**src/rtl/ps2_pkg.sv**
```systemverilog
// Shared constants and types for the PS/2 keyboard front end.
// Scan codes are set 2; ASCII is 7-bit Apple-1 style.
package ps2_pkg;

  localparam int FRAME_BITS = 11;

  localparam logic [7:0] SC_BREAK  = 8'hF0;
  localparam logic [7:0] SC_EXT    = 8'hE0;
  localparam logic [7:0] SC_LSHIFT = 8'h12;
  localparam logic [7:0] SC_RSHIFT = 8'h59;
  localparam logic [7:0] SC_CTRL   = 8'h14;
  localparam logic [7:0] SC_ENTER  = 8'h5A;
  localparam logic [7:0] SC_BKSP   = 8'h66;
  localparam logic [7:0] SC_ESC    = 8'h76;

  localparam logic [6:0] CR     = 7'h0D;
  localparam logic [6:0] ESC    = 7'h1B;
  localparam logic [6:0] RUBOUT = 7'h5F;

  typedef enum logic [1:0] {
    IDLE,
    BREAK_PENDING,
    EXT_PENDING
  } dec_state_t;

endpackage

```
**src/rtl/ps2_rx.sv**
```systemverilog
// PS/2 frame receiver: sync, debounce, 11-bit shift, framing check.
// A stalled partial frame is dropped after the idle timeout.
module ps2_rx
  import ps2_pkg::*;
#(
  parameter int CLK_FREQ      = 50_000_000,
  parameter int DEBOUNCE_BITS = 8,
  parameter int IDLE_US       = 100
) (
  input  logic       clk,
  input  logic       reset_n,
  input  logic       ps2_clk,
  input  logic       ps2_data,
  output logic [7:0] rx_code,
  output logic       rx_valid
);

  localparam int IDLE_CYC = CLK_FREQ / 1_000_000 * IDLE_US;
  localparam int IW       = $clog2(IDLE_CYC + 1);
  localparam logic [DEBOUNCE_BITS-1:0] DB_MAX = '1;

  // bit 0 is the clock line, bit 1 the data line
  logic [1:0] raw;
  logic [1:0] s1;
  logic [1:0] s2;
  logic [1:0] filt;
  logic [DEBOUNCE_BITS-1:0] db_cnt [2];

  logic          clk_q;
  logic          fall;
  logic [9:0]    sr;
  logic [3:0]    bit_cnt;
  logic [IW-1:0] idle_cnt;

  assign raw  = {ps2_data, ps2_clk};
  assign fall = clk_q & ~filt[0];

  always_ff @(posedge clk or negedge reset_n) begin
    if (!reset_n) begin
      s1        <= '1;
      s2        <= '1;
      filt      <= '1;
      db_cnt[0] <= '0;
      db_cnt[1] <= '0;
    end else begin
      s1 <= raw;
      s2 <= s1;
      for (int i = 0; i < 2; i++) begin
        if (s2[i] == filt[i]) begin
          db_cnt[i] <= '0;
        end else if (db_cnt[i] == DB_MAX) begin
          filt[i]   <= s2[i];
          db_cnt[i] <= '0;
        end else begin
          db_cnt[i] <= db_cnt[i] + DEBOUNCE_BITS'(1);
        end
      end
    end
  end

  // sr collects start, data and parity; the stop bit is checked live
  always_ff @(posedge clk or negedge reset_n) begin
    if (!reset_n) begin
      clk_q    <= 1'b1;
      sr       <= '0;
      bit_cnt  <= '0;
      idle_cnt <= '0;
      rx_code  <= '0;
      rx_valid <= 1'b0;
    end else begin
      clk_q    <= filt[0];
      rx_valid <= 1'b0;
      if (fall) begin
        idle_cnt <= '0;
        if (bit_cnt == 4'(FRAME_BITS - 1)) begin
          bit_cnt <= '0;
          if (!sr[0] && filt[1] && ^sr[9:1]) begin
            rx_code  <= sr[8:1];
            rx_valid <= 1'b1;
          end
        end else begin
          bit_cnt <= bit_cnt + 4'd1;
          sr      <= {filt[1], sr[9:1]};
        end
      end else if (bit_cnt != '0 && filt[0]) begin
        if (idle_cnt == IW'(IDLE_CYC)) begin
          bit_cnt  <= '0;
          idle_cnt <= '0;
        end else begin
          idle_cnt <= idle_cnt + IW'(1);
        end
      end else begin
        idle_cnt <= '0;
      end
    end
  end

endmodule

```
**src/rtl/ps2_keyboard_to_ascii.sv**
```systemverilog
// PS/2 set-2 keyboard to uppercase Apple-1 ASCII with a one-clk strobe.
// Tracks break/extended prefixes and the shift/ctrl modifiers.
module ps2_keyboard_to_ascii
  import ps2_pkg::*;
#(
  parameter int CLK_FREQ      = 50_000_000,
  parameter int DEBOUNCE_BITS = 8,
  parameter int IDLE_US       = 100
) (
  input  logic       clk,
  input  logic       reset_n,
  input  logic       ps2_clk,
  input  logic       ps2_data,
  output logic [6:0] ascii_code,
  output logic       ascii_new
);

  logic [7:0] rx_code;
  logic       rx_valid;

  ps2_rx #(
    .CLK_FREQ      (CLK_FREQ),
    .DEBOUNCE_BITS (DEBOUNCE_BITS),
    .IDLE_US       (IDLE_US)
  ) u_rx (
    .clk      (clk),
    .reset_n  (reset_n),
    .ps2_clk  (ps2_clk),
    .ps2_data (ps2_data),
    .rx_code  (rx_code),
    .rx_valid (rx_valid)
  );

  // returns {hit, ascii}
  function automatic logic [7:0] map_key(
    input logic [7:0] sc,
    input logic       sh,
    input logic       ct
  );
    logic [6:0] a;
    logic       hit;
    a   = 7'h00;
    hit = 1'b1;
    case (sc)
      8'h1C: a = 7'h41;
      8'h32: a = 7'h42;
      8'h21: a = 7'h43;
      8'h23: a = 7'h44;
      8'h24: a = 7'h45;
      8'h2B: a = 7'h46;
      8'h34: a = 7'h47;
      8'h33: a = 7'h48;
      8'h43: a = 7'h49;
      8'h3B: a = 7'h4A;
      8'h42: a = 7'h4B;
      8'h4B: a = 7'h4C;
      8'h3A: a = 7'h4D;
      8'h31: a = 7'h4E;
      8'h44: a = 7'h4F;
      8'h4D: a = 7'h50;
      8'h15: a = 7'h51;
      8'h2D: a = 7'h52;
      8'h1B: a = 7'h53;
      8'h2C: a = 7'h54;
      8'h3C: a = 7'h55;
      8'h2A: a = 7'h56;
      8'h1D: a = 7'h57;
      8'h22: a = 7'h58;
      8'h35: a = 7'h59;
      8'h1A: a = 7'h5A;
      8'h16: a = sh ? 7'h21 : 7'h31;
      8'h1E: a = sh ? 7'h40 : 7'h32;
      8'h26: a = sh ? 7'h23 : 7'h33;
      8'h25: a = sh ? 7'h24 : 7'h34;
      8'h2E: a = sh ? 7'h25 : 7'h35;
      8'h36: a = sh ? 7'h5E : 7'h36;
      8'h3D: a = sh ? 7'h26 : 7'h37;
      8'h3E: a = sh ? 7'h2A : 7'h38;
      8'h46: a = sh ? 7'h28 : 7'h39;
      8'h45: a = sh ? 7'h29 : 7'h30;
      8'h4E: a = sh ? 7'h5F : 7'h2D;
      8'h55: a = sh ? 7'h2B : 7'h3D;
      8'h54: a = sh ? 7'h7B : 7'h5B;
      8'h5B: a = sh ? 7'h7D : 7'h5D;
      8'h5D: a = sh ? 7'h7C : 7'h5C;
      8'h4C: a = sh ? 7'h3A : 7'h3B;
      8'h52: a = sh ? 7'h22 : 7'h27;
      8'h0E: a = sh ? 7'h7E : 7'h60;
      8'h41: a = sh ? 7'h3C : 7'h2C;
      8'h49: a = sh ? 7'h3E : 7'h2E;
      8'h4A: a = sh ? 7'h3F : 7'h2F;
      8'h29: a = 7'h20;
      SC_ENTER: a = CR;
      SC_BKSP:  a = RUBOUT;
      SC_ESC:   a = ESC;
      default:  hit = 1'b0;
    endcase
    // fold 0x60-0x7F onto the uppercase half
    if (a[6:5] == 2'b11) a[5] = 1'b0;
    if (ct && a >= 7'h41 && a <= 7'h5A) a = a & 7'h1F;
    return {hit, a};
  endfunction

  dec_state_t state_q;
  dec_state_t state_d;
  logic       ext_q;
  logic       ext_d;
  logic       shift_q;
  logic       shift_d;
  logic       ctrl_q;
  logic       ctrl_d;
  logic [6:0] code_d;
  logic       new_d;
  logic       brk;
  logic [7:0] km;

  always_comb begin
    state_d = state_q;
    ext_d   = ext_q;
    shift_d = shift_q;
    ctrl_d  = ctrl_q;
    code_d  = ascii_code;
    new_d   = 1'b0;
    brk     = (state_q == BREAK_PENDING);
    km      = map_key(rx_code, shift_q, ctrl_q);
    if (rx_valid) begin
      unique case (1'b1)
        rx_code == SC_BREAK: state_d = BREAK_PENDING;
        rx_code == SC_EXT: begin
          ext_d = 1'b1;
          if (!brk) state_d = EXT_PENDING;
        end
        default: begin
          state_d = IDLE;
          ext_d   = 1'b0;
          if (rx_code == SC_CTRL) begin
            ctrl_d = !brk;
          end else if (ext_q) begin
            if (!brk && rx_code == SC_ENTER) begin
              code_d = CR;
              new_d  = 1'b1;
            end
          end else if (rx_code == SC_LSHIFT ||
                       rx_code == SC_RSHIFT) begin
            shift_d = !brk;
          end else if (!brk && km[7]) begin
            code_d = km[6:0];
            new_d  = 1'b1;
          end
        end
      endcase
    end
  end

  always_ff @(posedge clk or negedge reset_n) begin
    if (!reset_n) begin
      state_q    <= IDLE;
      ext_q      <= 1'b0;
      shift_q    <= 1'b0;
      ctrl_q     <= 1'b0;
      ascii_code <= '0;
      ascii_new  <= 1'b0;
    end else begin
      state_q    <= state_d;
      ext_q      <= ext_d;
      shift_q    <= shift_d;
      ctrl_q     <= ctrl_d;
      ascii_code <= code_d;
      ascii_new  <= new_d;
    end
  end

endmodule

```
**config.mk**
```make
export PLATFORM = sky130hd
export DESIGN_NAME = ps2_keyboard_to_ascii
export DESIGN_NICKNAME = d
export VERILOG_FILES = /design/src/rtl/ps2_pkg.sv /design/src/rtl/ps2_rx.sv /design/src/rtl/ps2_keyboard_to_ascii.sv
export SDC_FILE = /design/constraint.sdc
export NUM_CORES = 1
export LEC_CHECK = 0
export ABC_AREA = 0
export CAP_MARGIN = 30
export CORE_AREA = 4 4 92 94
export DETAILED_ROUTE_END_ITERATION = 7
export DIE_AREA = 0 0 96 98
export PLACE_DENSITY = 0.9
export SYNTH_ARGS = -nofsm -noshare
export SYNTH_HDL_FRONTEND = slang
export SYNTH_HIERARCHICAL = 1
export SYNTH_SLANG_ARGS = --single-unit
```
**constraint.sdc**
```tcl
create_clock -name clk -period 2.92 [get_ports clk]
set_input_delay 0.438 -clock clk [delete_from_list [all_inputs] [get_ports clk]]
set_output_delay 0.438 -clock clk [all_outputs]
set_load 0.1 [all_outputs]
```
# Word-level counts from Yosys, hierarchy flattened
# Index checks and enable logic that the tools add are counted.
# classes
addsub,4
n_lt_le_gt_ge,2
n_eq_ne,67
muxes,53
bitwise,9
reduce_logical,27
# op_table
cell,n
$pmux 7 s51,1
$eq 8x6->1 const B,23
$eq 8x7->1 const B,21
$eq 8x5->1 const B,9
$mux 5,13
$mux 7,8
$reduce_or 51->1,1
$mux 13,3
$eq 8x8->1 const B,4
$mux 8,4
$mux 6,3
$add 8x1->8 const B,2
$mux 4,4
$add 13x1->13 const B,1
$eq 13x13->1 const B,1
$mux 1,13
$reduce_and 2->1,6
$reduce_xor 9->1,1
$eq 8x4->1 const B,1
$not 1->1,8
$ge 7x7->1 const B,1
$le 7x7->1 const B,1
$logic_and 1x1->1,7
$reduce_and 3->1,2
19 further kinds,24
# totals
reg_bits,72
input_bits,4
output_inout_bits,8
wordCells,180

# Logic depth before layout (Yosys ltp)
# depth
ltp_word,11
ltp_mapped,11
depth_no_buf,8

# Cells and area by module
# The synthesis kept the hierarchy.
# modules_own_cells
module,n_inst,cells_each,area_each_um2,seq_area_each_um2
ps2_rx,1,249,2660.1,1485.2
ps2_keyboard_to_ascii,1,257,1965.6,325.3

# Worst setup path before layout
# No wires, ideal clock.
# synth_path
path_kind,flip-flop to flip-flop
startpoint,reg u_rx.rx_code[7]
endpoint,reg ascii_code[6]
setup_ns,0.126
arrival_ns,2.207
required_ns,2.794
path_slack_ns,0.587
stages_incl_launch_ff,11
path_buffers,2
period_less_slack_ns,2.333
path_cell_list,dfrtp_1 > or4b_1 > buf_4 > a2111oi_4 > nor3_2 > nand4_2 > nor4_2 > nor3_4 > buf_6 > mux2i_1 > a21oi_1
# synth_via
elab_chain_len,11
elab_cells_between_ends,79
cone_classes,order compare: 2; eq/ne: 59; mux: 7; bitwise: 2; reduce/logical: 9
# synth_rtl
element,line,text
start: declaration,ps2_rx.sv:14,"output logic [7:0] rx_code,"
start signal: assignment,ps2_rx.sv:78,rx_code <= sr[8:1];
$eq 8x7->1 (tied with other cells),ps2_keyboard_to_ascii.sv:44,case (sc)
$pmux 7 s51,ps2_keyboard_to_ascii.sv:44,
$eq 2x2->1,ps2_keyboard_to_ascii.sv:99,if (a[6:5] == 2'b11) a[5] = 1'b0;
$mux 1,ps2_keyboard_to_ascii.sv:99,
$ge 7x7->1,ps2_keyboard_to_ascii.sv:100,if (ct && a >= 7'h41 && a <= 7'h5A) a = a & 7'h1F;
$logic_and 1x1->1 (2 in a row),ps2_keyboard_to_ascii.sv:100,
$mux 7,ps2_keyboard_to_ascii.sv:100,
$mux 7,ps2_keyboard_to_ascii.sv:146,end else if (!brk && km[7]) begin
$mux 7,ps2_keyboard_to_ascii.sv:143,end else if (rx_code == SC_LSHIFT ||
$mux 7,ps2_keyboard_to_ascii.sv:138,end else if (ext_q) begin
end signal: assignment,ps2_keyboard_to_ascii.sv:168,ascii_code <= code_d;
end: declaration,ps2_keyboard_to_ascii.sv:14,"output logic [6:0] ascii_code,"
# Parallel ways exist; a longest one is shown, timed or not. The select of a mux whose other input is x is not followed.
# A chain may end at the register's enable or synchronous reset.

# Final worst setup path
# layout_path
startpoint,reg u_rx.rx_code[7]
endpoint,reg ascii_code[1]
# layout_via
elab_chain_len,6
elab_cells_between_ends,73
cone_classes,eq/ne: 58; mux: 6; bitwise: 2; reduce/logical: 7
# layout_rtl
element,line
$eq 8x7->1 (tied with other cells),ps2_keyboard_to_ascii.sv:44
$pmux 7 s51 / $reduce_or 51->1 (equally long branches),-
$mux 7 / $mux 1 (equally long branches),"ps2_keyboard_to_ascii.sv:100, ps2_keyboard_to_ascii.sv:44"
$mux 7 / $logic_and 1x1->1 (equally long branches),ps2_keyboard_to_ascii.sv:146
$mux 7 / $reduce_bool 2->1 (equally long branches),-
$mux 7 / $reduce_and 6->1 (equally long branches),-
# Parallel ways exist; a longest one is shown, timed or not. The select of a mux whose other input is x is not followed.

==> impl_metrics.py <==
metrics = {
    "setup_path": {
        "cp_max_fo": 8,
        "cp.required_ns": 3.16,
        "arrival_ns": 3.00,
        "start_kind": "flip-flop",
        "cp-end-kind": "flip-flop",
        "path_class": "flip-flop to flip-flop",
        "crit_chain": "or4b_2, o22ai_1, a221oi_1, nand4_2, nor4_2, nor3_4, mux2_2",
        "cpPeakStageDelay_ns": 0.83,
        "crit_path_top_delay_cell": "or4b_2",
    },
    "power_and_ir_drop": {
        "p_sw_w": 0.000427,
        "p_total_w": 0.00176,
        "clockPowerShare": 0.400,
        "p_int_w": 0.00133,
        "seqPwrFrac": 0.578,
        "combPwrFrac": 0.022,
        "p_leak_nw": 2.17,
        "ir_drop_mv": 0.410,
        "power_per_cell_area_nw_per_um2": 342,
        "swShare": 0.243,
    },
    "logic_synthesis": {
        "yosys_warnings": 6,
        "synth-seq-cells": 72,
        "synth_cells": 506,
        "synth_top_area_cell": "dfrtp_1",
        "synth_area_per_cell_um2": 9.14,
        "synth-edff-count": 0,
        "syn_area_um2": 4630,
        "synthTopCellsByCount": "dfrtp_1, nand2_1, nor2_1",
        "synth.most_common_cell": "dfrtp_1",
        "synth_top_area_frac": 0.352,
        "synth_flop_cell": "dfrtp_1",
        "yosysUniqueCellTypes": 77,
        "synth-seq-area-share": 0.391,
        "postSynth.asyncResetShare": 1.00,
        "syn-num-nets": 517,
        "synth.area.top_cells": "dfrtp_1, nand2_1, nor2_1, dfstp_2, mux2_2",
    },
    "detailed_routing": {
        "drc": 1,
        "detail-route-antenna-nets": 0,
        "drtPass1Iterations": 7,
        "drt-initial-drc-count": 385,
        "viasPerCell": 6.31,
        "wl_per_cell_um": 18.2,
        "via_count": 4060,
        "wl_um": 11700,
    },
    "global_routing": {
        "grt_pass1_wl_um": 19500,
        "gr-usage-all-layers": 0.264,
        "grt_max_degree": 73,
        "grt_pass1_vias": 3943,
        "antenna_found_initial": 0,
        "gr-total-overflow": 0,
    },
    "timing": {
        "setup_viol": 0,
        "setup_tns_ns": 0,
        "rsz0062_at_grt": "no",
        "max-slew-margin-rel": 0.389,
        "maxSlewViolCount": 0,
        "finalHoldViolations": 0,
        "tightestPinTransition_ns": 0.913,
        "max_freq_ghz": 0.362,
        "skew_ns": 0.0162,
        "finalCritPeriodShare": 0.946,
        "period_needed_ns": 2.76,
    },
    "run": {
        "maxCapViolCount": 0,
    },
    "floorplanning": {
        "ioPinCount": 12,
        "core_area_um2": 7650,
        "core.rowCount": 32,
        "start_util": 0.605,
        "dieArea_um2": 9410,
        "die_w_um": 96,
        "die_h_um": 98,
    },
    "worst_hold_path": {
        "hold_class": "primary input to async pin",
    },
    "layout": {
        "instances_no_fill": 643,
        "drive_above_1_share": 0.194,
        "nets": 547,
        "areaGrowthSynthToFinish_pct": 11.0,
        "num_antenna_cells": 0,
    },
    "place": {
        "port_buffers": 11,
        "dp_cells": 627,
        "dp_hpwl_um": 8580,
        "gp_congestion": 1.04,
    },
    "clocking": {
        "cts.path.max_buffers": 2,
        "cts_max_level": 3,
        "cts_buffers": 9,
        "cts_sinks": 72,
        "clkSlewWorstSetupHoldPaths_ns": 0.08,
        "cts_hold_buf": 0,
        "cts_root_buf": "clkbuf_8",
        "tritoncts": "yes",
        "clock_latency_ns": 0.36,
    },
    "run_status": {
        "violations": "DRC",
        "status": "finished with violations",
    },
}
cells in the final DEF, fill, tap and decap left out, types with 10 or more instances in the layout:
cell / n
a21oi_1: 20
buf_4: 43
dfrtp_1: 62
inv_1: 13
mux2_2: 13
nand2_1: 61
nand2b_1: 10
nand3_1: 16
nor2_1: 51
nor3_1: 15
o21ai_0: 22
xnor2_1: 16
xor2_1: 14
logic make-up after synthesis:
family                     synth area share
muxes                                0.0371
DFF                                   0.391
AOI/OAI and AO/OA                     0.138
xor gates and xnor gates             0.0703
and+or+nand+nor                       0.296
adders and majority gates            0.0189
buffers and inverters                0.0473
final timing paths:
| path | from | to | slack (ns) | depth (start not counted) |
|---|---|---|---|---|
| setup / recovery | u_rx/rx_code[7] | ascii_code[1] | 0.16 | 7 |
| hold / removal | reset_n | ascii_code[2] | 0.28 | 2 |
| setup reg to reg | u_rx/rx_code[7] | ascii_code[1] | 0.16 | 7 |
| hold reg to reg | u_rx/s1[1] | u_rx/s2[1] | 0.37 | 0 |
| max in group asynchronous | reset_n | u_rx/rx_code[1] | 2.01 | 2 |
| min in group clk | u_rx/s1[1] | u_rx/s2[1] | 0.37 | 0 |
sequential cells by signal (all words and copies together) (netlist names):
| register | cells |
|---|---|
| u_rx/db_cnt | 16 |
| u_rx/idle_cnt | 13 |
| u_rx/sr | 10 |
| u_rx/rx_code | 8 |
| ascii_code | 7 |
| u_rx/bit_cnt | 4 |
| state_q | 2 |
| u_rx/filt | 2 |
| u_rx/s1 | 2 |
| u_rx/s2 | 2 |
| ascii_new | 1 |
| ctrl_q | 1 |
| ext_q | 1 |
| shift_q | 1 |
| u_rx/clk_q | 1 |
| u_rx/rx_valid | 1 |
what timing repair did:
item,in CTS,in global routing
buffers inserted,0,0
resized for setup,0,6
endpoints found under the setup margin,0,5
metal layers:
layer	GRT usage	share of wire	wire [um]
met5	0	0	0
met4	0.115	0.042	497
met3	0.0539	0.068	795
met2	0.417	0.48	5630
met1	0.349	0.41	4810
critical path, delay by kind of cell, from the launching register on:
family,cells,cell delay [ns]
flip-flops,1,0.47
AO/OA/AOI/OAI,2,0.42
AND/OR/NAND/NOR,4,1.38
multiplexers,1,0.38
per-stage QoR:
| stage | hold slack [ns] | util | cell area (um2) | setup WS (ns) |
|---|---|---|---|---|
| 2_1_floorplan | 0.142 | - | 4630 | 0.587 |
| 3_3_place_gp | 0.345 | 0.647 | 4950 | 0.238 |
| 6_report | 0.278 | 0.671 | 5130 | 0.158 |
| 3_5_place_dp | 0.357 | 0.647 | 4950 | 0.195 |
| 5_1_grt | 0.345 | 0.671 | 5130 | 0.0330 |
| 4_1_cts | 0.322 | 0.670 | 5120 | 0.172 |
cell type report:
| class | instances | area (um2) |
|---|---|---|
| Clock buffer | 10 | 128 |
| Clock inverter | 6 | 43.8 |
| Fill cell | 601 | 2510 |
| Inverter | 13 | 48.8 |
| Multi-Input combinational cell | 393 | 2610 |
| Sequential cell | 72 | 1810 |
| Tap cell | 102 | 128 |
| Timing Repair Buffer | 47 | 368 |
power by group through the flow:
| stage | clock (W) | sequential, W | combinational [W] |
|---|---|---|---|
| 3_3_place_gp | 0 | 0.00103 | 0.0000383 |
| 3_5_place_dp | 0 | 0.00104 | 0.0000409 |
| 5_1_grt | 0.000763 | 0.00102 | 0.0000462 |
| 2_1_floorplan | 0 | 0.00103 | 0.0000132 |
| 4_1_cts | 0.000717 | 0.00102 | 0.0000411 |
| 6_report | 0.000703 | 0.00102 | 0.0000391 |
Note: power is estimated with default switching activity, not from simulation.
